--- src/rtl/hamming_pkg.sv ---
// Shared types and width helpers for the Hamming SECDED stream decoder.
package hamming_pkg;

  // Per-word decode outcome reported alongside the corrected data.
  typedef enum logic [1:0] {
    ERR_OK            = 2'd0,
    ERR_CORRECTED     = 2'd1,
    ERR_UNCORRECTABLE = 2'd2
  } err_status_t;

  // Full codeword width: Hamming positions 1..2**p-1 plus overall parity at bit 0.
  function automatic int code_width(input int p);
    return 1 << p;
  endfunction

  // Payload width: every codeword position that is not a power of two.
  function automatic int data_width(input int p);
    return (1 << p) - p - 1;
  endfunction

endpackage

--- src/rtl/hamming_syndrome.sv ---
// Combinational syndrome and overall-parity generator for a 2**P-bit codeword.
module hamming_syndrome #(
  parameter int P = 3
) (
  input  logic [(2**P)-1:0] i_code,
  output logic [P-1:0]      o_syn,
  output logic              o_par
);

  // Syndrome bit j folds every Hamming position whose index has bit j set;
  // overall parity covers all bits including bit 0.
  always_comb begin
    o_syn = '0;
    for (int i = 1; i < (2**P); i++) begin
      for (int j = 0; j < P; j++) begin
        if (((i >> j) & 1) != 0) begin
          o_syn[j] = o_syn[j] ^ i_code[i];
        end
      end
    end
    o_par = ^i_code;
  end

endmodule

--- src/rtl/hamming_secded_stream_decoder.sv ---
// Two-stage pipelined Hamming SECDED decoder with valid/ready streaming and
// saturating corrected/uncorrectable word counters.
//
// Handshake: a word moves across an interface on a rising edge where its
// valid and ready are both high. Stage 2 advances when it is empty or the
// consumer is ready (w_adv2); stage 1 accepts when it is empty or stage 2
// advances, so in_ready depends combinationally on out_ready. A producer may
// not retract valid or change data while valid && !ready; the decoder holds
// its outputs stable under the same condition.
module hamming_secded_stream_decoder
  import hamming_pkg::*;
#(
  parameter int P  = 3,
  parameter int CW = 16
) (
  input  logic                      clk,
  input  logic                      rst,
  input  logic                      in_valid,
  output logic                      in_ready,
  input  logic [(2**P)-1:0]         rx_code,
  output logic                      out_valid,
  input  logic                      out_ready,
  output logic [(2**P)-P-2:0]       ec_data,
  output logic [1:0]                err_status,
  output logic [P-1:0]              err_pos,
  input  logic                      cnt_clr,
  output logic [CW-1:0]             corr_count,
  output logic [CW-1:0]             uncorr_count
);

  localparam int N = code_width(P);
  localparam int K = data_width(P);

  // Stage 1: raw codeword with its syndrome and parity.
  logic          r_valid1;
  logic [N-1:0]  r_code1;
  logic [P-1:0]  r_syn1;
  logic          r_par1;

  // Stage 2: decoded result presented to the consumer.
  logic          r_out_valid;
  logic [K-1:0]  r_ec_data;
  err_status_t   r_err_status;
  logic [P-1:0]  r_err_pos;

  logic [CW-1:0] r_corr_count;
  logic [CW-1:0] r_uncorr_count;

  logic [P-1:0]  w_syn;
  logic          w_par;
  logic          w_adv2;
  logic          w_in_ready;
  logic          w_load2;
  err_status_t   w_status;
  logic [N-1:0]  w_fixed;
  logic [K-1:0]  w_data;

  hamming_syndrome #(.P(P)) u_syndrome (
    .i_code (rx_code),
    .o_syn  (w_syn),
    .o_par  (w_par)
  );

  assign w_adv2     = !r_out_valid || out_ready;
  assign w_in_ready = !r_valid1 || w_adv2;
  assign w_load2    = w_adv2 && r_valid1;

  // Classify the stage-1 word and flip the single bad position when the
  // parity says exactly one bit is wrong. A zero syndrome with odd parity
  // means only the overall-parity bit flipped, so the payload is untouched.
  always_comb begin
    w_status = ERR_OK;
    w_fixed  = r_code1;
    if (r_par1) begin
      w_status = ERR_CORRECTED;
      if (r_syn1 != '0) begin
        w_fixed[r_syn1] = ~r_code1[r_syn1];
      end
    end else if (r_syn1 != '0) begin
      w_status = ERR_UNCORRECTABLE;
    end
  end

  // Gather non-power-of-two positions in ascending order; shifting in from the
  // top leaves the lowest such position at data bit 0 (needs P >= 3).
  always_comb begin
    w_data = '0;
    for (int i = 1; i < N; i++) begin
      if ((i & (i - 1)) != 0) begin
        w_data = {w_fixed[i], w_data[K-1:1]};
      end
    end
  end

  // Stage 1 register: capture a new codeword whenever the slot can be refilled.
  always_ff @(posedge clk) begin
    if (rst) begin
      r_valid1 <= 1'b0;
      r_code1  <= '0;
      r_syn1   <= '0;
      r_par1   <= 1'b0;
    end else if (w_in_ready) begin
      r_valid1 <= in_valid;
      if (in_valid) begin
        r_code1 <= rx_code;
        r_syn1  <= w_syn;
        r_par1  <= w_par;
      end
    end
  end

  // Stage 2 register: take the decoded stage-1 word when the output is free.
  always_ff @(posedge clk) begin
    if (rst) begin
      r_out_valid  <= 1'b0;
      r_ec_data    <= '0;
      r_err_status <= ERR_OK;
      r_err_pos    <= '0;
    end else if (w_adv2) begin
      r_out_valid <= r_valid1;
      if (r_valid1) begin
        r_ec_data    <= w_data;
        r_err_status <= w_status;
        r_err_pos    <= r_syn1;
      end
    end
  end

  // Error statistics: count on load into stage 2, saturate, clear wins.
  always_ff @(posedge clk) begin
    if (rst || cnt_clr) begin
      r_corr_count   <= '0;
      r_uncorr_count <= '0;
    end else if (w_load2) begin
      if (w_status == ERR_CORRECTED && r_corr_count != '1) begin
        r_corr_count <= r_corr_count + 1'b1;
      end
      if (w_status == ERR_UNCORRECTABLE && r_uncorr_count != '1) begin
        r_uncorr_count <= r_uncorr_count + 1'b1;
      end
    end
  end

  assign in_ready     = w_in_ready;
  assign out_valid    = r_out_valid;
  assign ec_data      = r_ec_data;
  assign err_status   = r_err_status;
  assign err_pos      = r_err_pos;
  assign corr_count   = r_corr_count;
  assign uncorr_count = r_uncorr_count;

endmodule

--- config.mk ---
export PLATFORM = sky130hd
export DESIGN_NAME = hamming_secded_stream_decoder
export DESIGN_NICKNAME = d
export VERILOG_FILES = /design/src/rtl/hamming_pkg.sv /design/src/rtl/hamming_syndrome.sv /design/src/rtl/hamming_secded_stream_decoder.sv
export SDC_FILE = /design/constraint.sdc
export NUM_CORES = 1
export LEC_CHECK = 0
export CAP_MARGIN = 5
export CORE_MARGIN = 3
export CORE_UTILIZATION = 38
export CTS_CLUSTER_DIAMETER = 40
export CTS_CLUSTER_SIZE = 8
export DETAILED_ROUTE_END_ITERATION = 10
export HOLD_SLACK_MARGIN = 0.12
export PLACE_DENSITY = 0.74
export REMOVE_ABC_BUFFERS = 1
export SETUP_SLACK_MARGIN = 0.2
export SLEW_MARGIN = 25
export SYNTH_ARGS = -nofsm -noshare
export SYNTH_HDL_FRONTEND = slang
export SYNTH_SLANG_ARGS = --single-unit
--- constraint.sdc ---
create_clock -name clk -period 4.3 [get_ports clk]
set_clock_uncertainty 0.05 [all_clocks]
set_input_delay 0.86 -clock clk [delete_from_list [all_inputs] [get_ports clk]]
set_output_delay 0.86 -clock clk [all_outputs]
set_load 0.01 [all_outputs]
# After elaboration in Yosys (flattened, before gate mapping)
# Index checks and enable logic that the tools add are counted.
# op_classes
order_cmp,2
n_addsub,2
bitwise,10
n_shift,0
eq_ne,4
mux,9
n_div,0
reduce_logical,15
mul,0
# op_table
op,n
$add A16 B1 Y16 const B,2
$ne A16 B16 Y1 const B,2
$mux W8,2
$xor A1 B1 Y1,9
$bwmux W8,1
$reduce_and A2 Y1,4
$reduce_xor A8 Y1,1
$logic_and A1 B1 Y1,4
$lt A3 B4 Y1 const B,1
$mux W2,2
$bmux W1 S3,1
$demux W1 S3,1
$ge A3 B1 Y1 const B,1
$logic_or A1 B1 Y1,3
$reduce_bool A3 Y1,1
$eq A2 B1 Y1 const B,1
$eq A2 B2 Y1 const B,1
$logic_not A1 Y1,2
$mux W1,2
$not A1 Y1,1
# totals
register_bits,55
word_cells,52
in_bits,13
rom_bits,0
output_inout_bits,43
latchBits,0
ramBits,0
memories,0

# Depth between registers and ports, before layout
# Gate-level depths: netlist of the first run.
# logic_depth
ltp_word,7
depth_mapped,6
mapped_depth_nobuf,6

# Hierarchy
# Synthesis of the first run repeated with hierarchy kept, for this count alone.
# hier_totals
hier_cells,293
area_unflattened_um2,2413.6
# by_module_without_submodules
module,area_each_um2,cells_per_inst,instances,seq_area_each_um2
hamming_secded_stream_decoder,2309.7,282,1,1021.0
hamming_syndrome,103.8,11,1,0.0

# Worst setup path before layout of the first run
# No wires, ideal clock.
# synth_path
path_kind,input to register
start,input port out_ready
end,"register r_uncorr_count[10], in the netlist uncorr_count[10]"
arrival_time_ns,2.107
n_path_buf,1
required_ns,4.122
setup_ns,0.128
slack_ns,2.016
stages,6
path_cell_list,nor2b_1 > or4b_4 > buf_6 > nor4_1 > xnor2_1 > nor2_1
# synth_via
elab_chain_len,3
# synth_rtl
item,line,rtl
start: declaration,hamming_secded_stream_decoder.sv:22,"input logic out_ready,"
$logic_or A1 B1 Y1,hamming_secded_stream_decoder.sv:64,assign w_adv2 = !r_out_valid || out_ready;
$logic_and A1 B1 Y1,hamming_secded_stream_decoder.sv:66,assign w_load2 = w_adv2 && r_valid1;
$reduce_and A2 Y1 (no source line),n/a,
end signal: assignment,hamming_secded_stream_decoder.sv:139,r_uncorr_count <= r_uncorr_count + 1'b1;
end: declaration,hamming_secded_stream_decoder.sv:47,logic [CW-1:0] r_uncorr_count;
# Every way passes these cells.
# A chain may end at the register's enable or synchronous reset.

# Worst setup path after layout of the first run
# layout_path
start,input port out_ready
end,output port in_ready
# layout_via
elab_chain_len,2
# layout_rtl
item,line,rtl
$logic_or A1 B1 Y1,hamming_secded_stream_decoder.sv:64,
$logic_or A1 B1 Y1,hamming_secded_stream_decoder.sv:65,assign w_in_ready = !r_valid1 || w_adv2;
end: declaration,hamming_secded_stream_decoder.sv:19,"output logic in_ready,"
# Every way passes these cells.

==> impl_metrics.toml, run 1 <==
[die]
num_rows = 28
core_area_sq_um = 6060
dieArea_sq_um = 7370
io_pins = 56
die_x_microns = 85.8
start_util_pct = 39.9
die_height_microns = 85.8

[worst_setup_path]
regToRegSetupSlack_ns = 2.03
critical_path_required_ns = 3.39
cpMaxStageDelayCell = "clkdlybuf4s50_1"
crit_fanout = 4
reg2reg_to = "uncorr_count[0]"
arrival_ns = 2.22
crit_top_cell = "clkdlybuf4s50_1"
r2r-start = "uncorr_count[1]"
endpoint_kind = "output port"
max_stage_delay_ns = 0.50
reg2regPathDepth = 6
worst_setup_path_start_kind = "input pin"
crit_type = "input pin to output port"
crit_chain = "clkdlybuf4s50_1, nor2b_1, nand2_1, clkdlybuf4s50_1"

[placed_design]
dp_hpwl_microns = 3980
dpl_cell_area_sq_um = 3030
gp_congestion = 0.783
portBuffers = 55
pre_cts_slack_ns = 1.18

[sta]
slew_headroom_pct = 45.5
hold_viol = 0
finalCritPeriodShare_pct = 72.8
finalSetupViolations = 0
min_period_ns = 3.13
worst_slew_pin_slew_ns = 0.818
clock.fmax_ghz = 0.320
report.final.slew_viol_count = 0
timing.hold.ws_ns = 0.412
worst_slack_ns = 1.17
rsz0062_at_grt = "no"
setup_tns_ns = 0

[global_route]
gr-usage-all-layers_pct = 15.1
overflow = 0
grt_max_degree = 31
grt_pass1_vias = 1908
grt_pass1_wl_microns = 8970
antenna_found_initial = 0

[clock_tree]
root_buffer = "clkbuf_8"
cts_max_path_buffers = 2
htreeDepth = 2
clk_pin_slew_ns = 0.08
cts-buffers-inserted = 5
hold_buffers = 0
cts_post_setup_buffers_inserted = 0
clock_latency_ns = 0.31
post_cts_resize_count = 0
cts_num_sinks = 51
cts_tree = "yes"

[power_and_ir_drop]
vdd_drop_max_mv = 0.128
p_leak_nw = 0.994
p_total_mw = 0.867
power.density_nw_per_um2 = 278

[cells_and_area]
diodes = 0
area_growth_pct = 28.7
final_area_sq_um = 3120
final_nets = 353
nFillCells = 594
drive_above_1_share_pct = 4.44

[detailed_routing]
ant_nets = 0
drc = 0
firstDrtPassIters = 6
avgRoutedWirePerCell_microns = 13.0
drt_iter0_drc = 79
wl_microns = 5350
viasPerCell = 5.29
num_vias = 2185

[synth]
synth_largest_area_cell = "dfxtp_1"
ys_warn_count = 0
synth_area_leaders = "dfxtp_1 (42%), xnor2_1 (10%), nor2_1 (6.0%)"
ys_top_cells_by_count = "dfxtp_1 (51), nor2_1 (39), nand2_1 (32)"
synthDominantCellAreaShare_pct = 42.2
synth.most_common_cell = "dfxtp_1"
synthDistinctLibCells = 39
synth_edf_count = 0
synth_top_flop_cell = "dfxtp_1"
syn_inst = 286
yosysSeqAreaShare_pct = 42.2
async_flop_share_pct = 0
syn-cell-area_sq_um = 2420
syn_area_per_cell_sq_um = 8.47
synth-seq-cells = 51

[hold_path]
worstHoldStart = "err_status[0]"
hp-class = "register to register"
hold_depth = 2
hold_end = "err_status[0]"

[outcome]
outcome = "finished, final reports clean"

[job]
drv_cap = 0
layout by cell type, fill, tap and decap left out, drive strengths merged, types with 3 or more instances in the layout:
| cell type | synthesis | routed |
|---|---|---|
| a211oi | 14 | 14 |
| a21oi | 18 | 18 |
| and3 | 5 | 5 |
| and4 | 6 | 6 |
| clkbuf | 8 | 6 |
| clkdlybuf4s50 | 0 | 55 |
| dfxtp | 51 | 51 |
| mux2i | 3 | 3 |
| nand2 | 32 | 32 |
| nand3 | 15 | 15 |
| nand4 | 10 | 10 |
| nand4b | 3 | 3 |
| nor2 | 39 | 39 |
| nor3 | 16 | 16 |
| nor3b | 4 | 4 |
| nor4 | 3 | 3 |
| xnor2 | 29 | 29 |
| xor2 | 4 | 4 |
metrics by stage:
stage	cells	util, %
after floorplan	275	-
after global placement	406	49.9
after detailed placement	406	50.0
after CTS	413	51.4
after global routing	413	51.4
final	413	51.4
per-layer routing:
layer | GRT usage, % | part of all wire, % | vias up
li1 | - | - | 1130
met4 | 5.47 | 1.7 | 0
met3 | 4.23 | 4.4 | 8
met5 | 0 | 0 | -
met2 | 25.6 | 49 | 42
met1 | 18.2 | 45 | 1005
power by group:
group / internal, mW / switching, mW
clock network: 0.127 / 0.154
logic: 0.0449 / 0.0430
registers: 0.485 / 0.0140
state kept, by name (all words and copies together) (netlist names):
register      cells
corr_count       16
r_valid1          1
r_par1            1
err_pos           3
r_code1           4
ec_data           4
out_valid         1
uncorr_count     16
err_status        2
r_syn1            3
critical path: cells and delay by family:
family,cells,cell delay (ns)
buffers and inverters,2,0.93
and+or+nand+nor,2,0.43
logic make-up (layout without fill, tap and decap cells):
family | count (synthesis) | count (layout) | synth area share [%]
adders and majority gates | 2 | 2 | 1.03
and+or+nand+nor | 142 | 142 | 29.7
AOI/OAI and AO/OA | 42 | 42 | 11.6
DFF | 51 | 51 | 42.2
buffers and inverters | 13 | 65 | 2.38
xor gates and xnor gates | 33 | 33 | 11.9
muxes | 3 | 3 | 1.24
cell type report:
cell class,instances,area (sq um),share of cell area [%]
clock inverters,1,5.00,0.161
clock buffers,6,82.6,2.65
repair buffers,56,558,17.9
well taps,75,93.8,3.01
inverters,2,7.51,0.241
multi-input cells,222,1350,43.3
flip-flops and latches,51,1020,32.8
how the worst max path moves through the flow:
stage	endpoint	cells after the start	slack (ns)	from
floorplan	uncorr_count[11]	5	2.01	out_ready
global placement	in_ready	4	1.21	out_ready
detailed placement	in_ready	4	1.18	out_ready
CTS	in_ready	4	1.17	out_ready
global route	in_ready	4	1.03	out_ready
finish	in_ready	4	1.17	out_ready
Note: power is estimated with default switching activity, not from simulation.
==> run 2, diff against run 1 <==
--- a/config.mk
+++ b/config.mk
@@ -12,7 +12,7 @@
 export CTS_CLUSTER_SIZE = 8
 export DETAILED_ROUTE_END_ITERATION = 10
 export HOLD_SLACK_MARGIN = 0.12
-export PLACE_DENSITY = 0.74
+export PLACE_DENSITY = 0.77
 export REMOVE_ABC_BUFFERS = 1
 export SETUP_SLACK_MARGIN = 0.2
 export SLEW_MARGIN = 25
==> constraint.sdc (replaced) <==
create_clock -name clk -period 2.52 [get_ports clk]
set_clock_uncertainty 0.05 [all_clocks]
set_input_delay 0.504 -clock clk [delete_from_list [all_inputs] [get_ports clk]]
set_output_delay 0.504 -clock clk [all_outputs]
set_load 0.01 [all_outputs]
==> run 2 against run 1 <==
  * Register-to-register slack got worse by 1.6 ns
  * Sequential share of layout area down 1.2 points
  * Via count rose by 3.8%
  * Worst hold slack improved by 0.0094 ns
  * Clock power up 140%
  * Count of clock-buffer cells in the layout did not move
  * Non-clock buffer count is 10 higher
  * Die area did not move
  * Cell area is 3.9% higher
  * Utilization up 2.0 points
  * Power increased by 93%
  * Wire length is 5.9% higher
==> impl_metrics.toml, run 2 (synthesis gave the netlist of run 1 again) <==
[sta]
finalSetupViolations = 0
report.final.slew_viol_count = 0
hold_viol = 0
clock.fmax_ghz = 0.453
finalCritPeriodShare_pct = 87.7
rsz0062_at_grt = "no"
worst_slew_pin_slew_ns = 0.617
min_period_ns = 2.21
slew_headroom_pct = 58.7

[detailed_routing]
drc = 0
drt_iter0_drc = 72
wl_microns = 5660
firstDrtPassIters = 4
avgRoutedWirePerCell_microns = 13.4
num_vias = 2268
ant_nets = 0
viasPerCell = 5.35

[die]
dieArea_sq_um = 7370
die_x_microns = 85.8
core_area_sq_um = 6060
start_util_pct = 39.9
die_height_microns = 85.8
io_pins = 56
num_rows = 28

[clock_tree]
clock_latency_ns = 0.30
htreeDepth = 2
cts_tree = "yes"
cts_max_path_buffers = 2
clk_pin_slew_ns = 0.09
root_buffer = "clkbuf_8"
cts_num_sinks = 51
cts_post_setup_buffers_inserted = 0
cts-buffers-inserted = 5

[worst_setup_path]
crit_type = "input pin to register"
worst_setup_path_start_kind = "input pin"
arrival_ns = 2.36
max_stage_delay_ns = 0.60
endpoint_kind = "register"
crit_fanout = 9
critical_path_required_ns = 2.67
cpMaxStageDelayCell = "or4b_4"
crit_chain = "clkdlybuf4s50_1, nor2b_2, or4b_4, buf_4, nor3_1, nand3_1, o211a_1"

[cells_and_area]
final_nets = 363
fin_util_pct = 53.4
layout_commonest_cell = "clkdlybuf4s50_1"
final_area_sq_um = 3240
diodes = 0
area_growth_pct = 33.8
drive_above_1_share_pct = 7.16
final_cell_mix = "clkdlybuf4s50_1 (54), dfxtp_1 (51), nor2_1 (39)"

[outcome]
outcome = "finished, final reports clean"

[global_route]
grt_pass1_vias = 2107
antenna_found_initial = 0
grt_pass1_wl_microns = 9420
gr-usage-all-layers_pct = 15.7
grt_max_degree = 21
overflow = 0

[placed_design]
dp_hpwl_microns = 4320
portBuffers = 55
gp_congestion = 0.782
dpl_cell_area_sq_um = 3100

[job]
drv_cap = 0

[power_and_ir_drop]
p_leak_nw = 1.06
vdd_drop_max_mv = 0.283
power.density_nw_per_um2 = 518

[hold_path]
hp-class = "register to register"
-- run 2: changes by cell type in the layout (fill, tap and decap cells not counted), sizes merged --
cell,previous run,this run
buf,1,11
bufinv,0,2
clkdlybuf4s50,55,54
clkinv,1,0
dlygate4sd2,0,1
-- run 2: per-stage QoR --
stage / cells / power, mW / hold slack (ns) / setup TNS [ns] / worst slack [ns]
2_1_floorplan: 275 / 0.952 / 0.392 / 0 / 0.506
3_3_place_gp: 416 / 1.03 / 0.408 / 0 / 0.0787
3_5_place_dp: 416 / 1.03 / 0.416 / -0.0140 / -0.0140
4_1_cts: 424 / 1.69 / 0.429 / 0 / 0.311
5_1_grt: 424 / 1.74 / 0.451 / 0 / 0.217
6_report: 424 / 1.68 / 0.421 / 0 / 0.311
-- run 2: layer usage --
metal | part of all wire [%] | track usage (%) | vias to the layer above
met4 | 1.4 | 6.33 | 0
met3 | 4.2 | 2.31 | 7
met2 | 49 | 27.3 | 62
met1 | 45 | 19.4 | 1058
li1 | - | - | 1141
met5 | 0 | 0 | -
-- run 2: area by class of cell --
type	count	area [sq um]
fillers	569	2820
multi-input cells	222	1350
flip-flops and latches	51	1020
repair buffers	66	632
well taps	75	93.8
clock buffers	6	72.6
clock inverters	2	60.1
inverters	2	7.51
-- run 2: worst paths after layout --
path | start | to | slack [ns] | cells after the start
max | out_ready | uncorr_count[12] | 0.31 | 7
min | err_status[0] | err_status[0] | 0.42 | 2
max reg2reg | uncorr_count[0] | uncorr_count[7] | 0.40 | 7
min reg2reg | err_status[0] | err_status[0] | 0.42 | 2
-- run 2: repair_timing --
item / in CTS / in global routing
endpoints found under the setup margin: 1 / 1
pin swaps: 0 / 0
gates resized for setup: 2 / 1
hold buffers: 0 / 0
-- run 2: worst max-delay path: cells and delay by family --
family / cells / cell delay (ns)
buf+inv: 2 / 0.68
compound gates: 1 / 0.13
simple gates: 4 / 1.04
-- run 2: where the power goes --
part           switching (mW)  internal (mW)  total, mW  leakage (nW)
sequential             0.0247          0.827      0.852         0.414
clock                   0.269          0.397      0.666        0.0654
combinational          0.0752         0.0841      0.159         0.582
==> run 3, diff against run 2 <==
--- a/config.mk
+++ b/config.mk
@@ -5,8 +5,7 @@
 export SDC_FILE = /design/constraint.sdc
 export NUM_CORES = 1
 export LEC_CHECK = 0
-export CAP_MARGIN = 5
-export CORE_MARGIN = 3
+export CORE_MARGIN = 1
 export CORE_UTILIZATION = 38
 export CTS_CLUSTER_DIAMETER = 40
 export CTS_CLUSTER_SIZE = 8
==> run 3 against run 2 <==
  * Utilization rose by 0.77 points
  * Highest routed layer unchanged
  * First-iteration DRC count grew 50%
  * Power increased by 0.14%
  * Sequential power is essentially flat
==> impl_metrics.toml, run 3 (synthesis gave the netlist of run 1 again) <==
[worst_setup_path]
max_stage_delay_ns = 0.60
critical_path_buf_inv_count = 1
arrival_ns = 2.45
crit_fanout = 9
crit_chain = "clkdlybuf4s50_1, nor2b_2, or4b_4, a2111oi_0, xnor2_1, nor2_1"
endpoint_kind = "register"
critical_path_required_ns = 2.65
worst_setup_path_start_kind = "input pin"
cpMaxStageDelayCell = "or4b_4"
critPathTopFamily = "simple AND/OR/NAND/NOR gates"
crit_type = "input pin to register"

[cells_and_area]
fin_util_pct = 54.2
layout_commonest_cell = "clkdlybuf4s50_1"
multi_input_area_sq_um = 1360
final_cell_mix = "clkdlybuf4s50_1 (54), dfxtp_1 (51), nor2_1 (39)"
drive_above_1_share_pct = 8.26
area_growth_pct = 34.9
diodes = 0
final_area_sq_um = 3270
final_nets = 365
nFillCells = 573
seq_area_sq_um = 1020

[clock_tree]
cts_num_sinks = 51
root_buffer = "clkbuf_8"
cts_max_path_buffers = 2
clock_latency_ns = 0.30
htreeDepth = 2
clk_pin_slew_ns = 0.09
cts_tree = "yes"
cts_post_setup_buffers_inserted = 0
cts-buffers-inserted = 5
hold_buffers = 0
post_cts_resize_count = 1

[sta]
clock.fmax_ghz = 0.432
finalSetupViolations = 0
rsz0062_at_grt = "no"
min_period_ns = 2.31
hold_viol = 0
finalCritPeriodShare_pct = 91.8
slew_headroom_pct = 57.4
report.final.slew_viol_count = 0
worst_slew_pin_slew_ns = 0.623

[global_route]
overflow = 0
grt_pass1_vias = 1990
grt_pass1_wl_microns = 8830
antenna_found_initial = 0
gr-usage-all-layers_pct = 17.1
grt_max_degree = 26

[hold_path]
hp-class = "register to register"

[placed_design]
gp_congestion = 0.795
dpl_cell_area_sq_um = 3110
portBuffers = 55
dp_hpwl_microns = 4190

[die]
die_height_microns = 81.8
core_area_sq_um = 6030
io_pins = 56
die_x_microns = 81.8
dieArea_sq_um = 6690
start_util_pct = 40.2
num_rows = 28

[detailed_routing]
ant_nets = 0
firstDrtPassIters = 4
num_vias = 2263
avgRoutedWirePerCell_microns = 13.1
drc = 0
viasPerCell = 5.31
wl_microns = 5570
drt_iter0_drc = 108

[job]
drv_cap = 0

[power_and_ir_drop]
p_leak_nw = 1.07
power.density_nw_per_um2 = 514
vdd_drop_max_mv = 0.349

[outcome]
outcome = "finished, final reports clean"
## run 3: worst paths after layout
check                                 from          endpoint  slack, ns  cells past startpoint
worst min-delay path            r_code1[5]        r_code1[5]       0.42                      2
worst max-delay path             out_ready  uncorr_count[15]       0.21                      6
worst max register to register   out_valid  uncorr_count[15]       0.47                      5
worst min register to register  r_code1[5]        r_code1[5]       0.42                      2
## run 3: cell type report
| type | instances | area share (%) |
|---|---|---|
| multi-input combinational | 222 | 41.6 |
| clock inverter | 3 | 2.07 |
| inverter | 2 | 0.230 |
| sequential | 51 | 31.3 |
| tap | 75 | 2.87 |
| timing repair buffer | 68 | 19.9 |
| clock buffer | 5 | 2.11 |
## run 3: metrics by stage
step	setup WS [ns]	setup TNS (ns)	total power [mW]	std cells	hold slack (ns)
2_1_floorplan	0.506	0	0.952	275	0.392
3_3_place_gp	0.0528	0	1.03	418	0.406
3_5_place_dp	-0.0193	-0.0193	1.03	418	0.410
4_1_cts	0.212	0	1.69	426	0.423
5_1_grt	0.183	0	1.74	426	0.444
6_report	0.206	0	1.68	426	0.417
## run 3: worst reg2reg max path, stage by stage, from the launching register on
cell and delay [ns]:
dfxtp_1 0.34, nor2b_2 0.18, or4b_4 0.60, a2111oi_0 0.53
xnor2_1 0.19, nor2_1 0.05
## run 3: per-layer routing
layer / global-route usage, % / vias to the layer above / share of wire (%)
li1: - / 1145 / -
met1: 20.3 / 1055 / 45
met2: 30.2 / 53 / 49
met3: 2.78 / 10 / 3.8
met4: 7.02 / 0 / 2.1
met5: 0 / - / 0
## run 3: report_power, final
part | internal (mW) | switching (mW) | leakage [nW]
Clock | 0.396 | 0.272 | 0.0644
Sequential | 0.827 | 0.0241 | 0.414
Combinational | 0.0838 | 0.0770 | 0.594
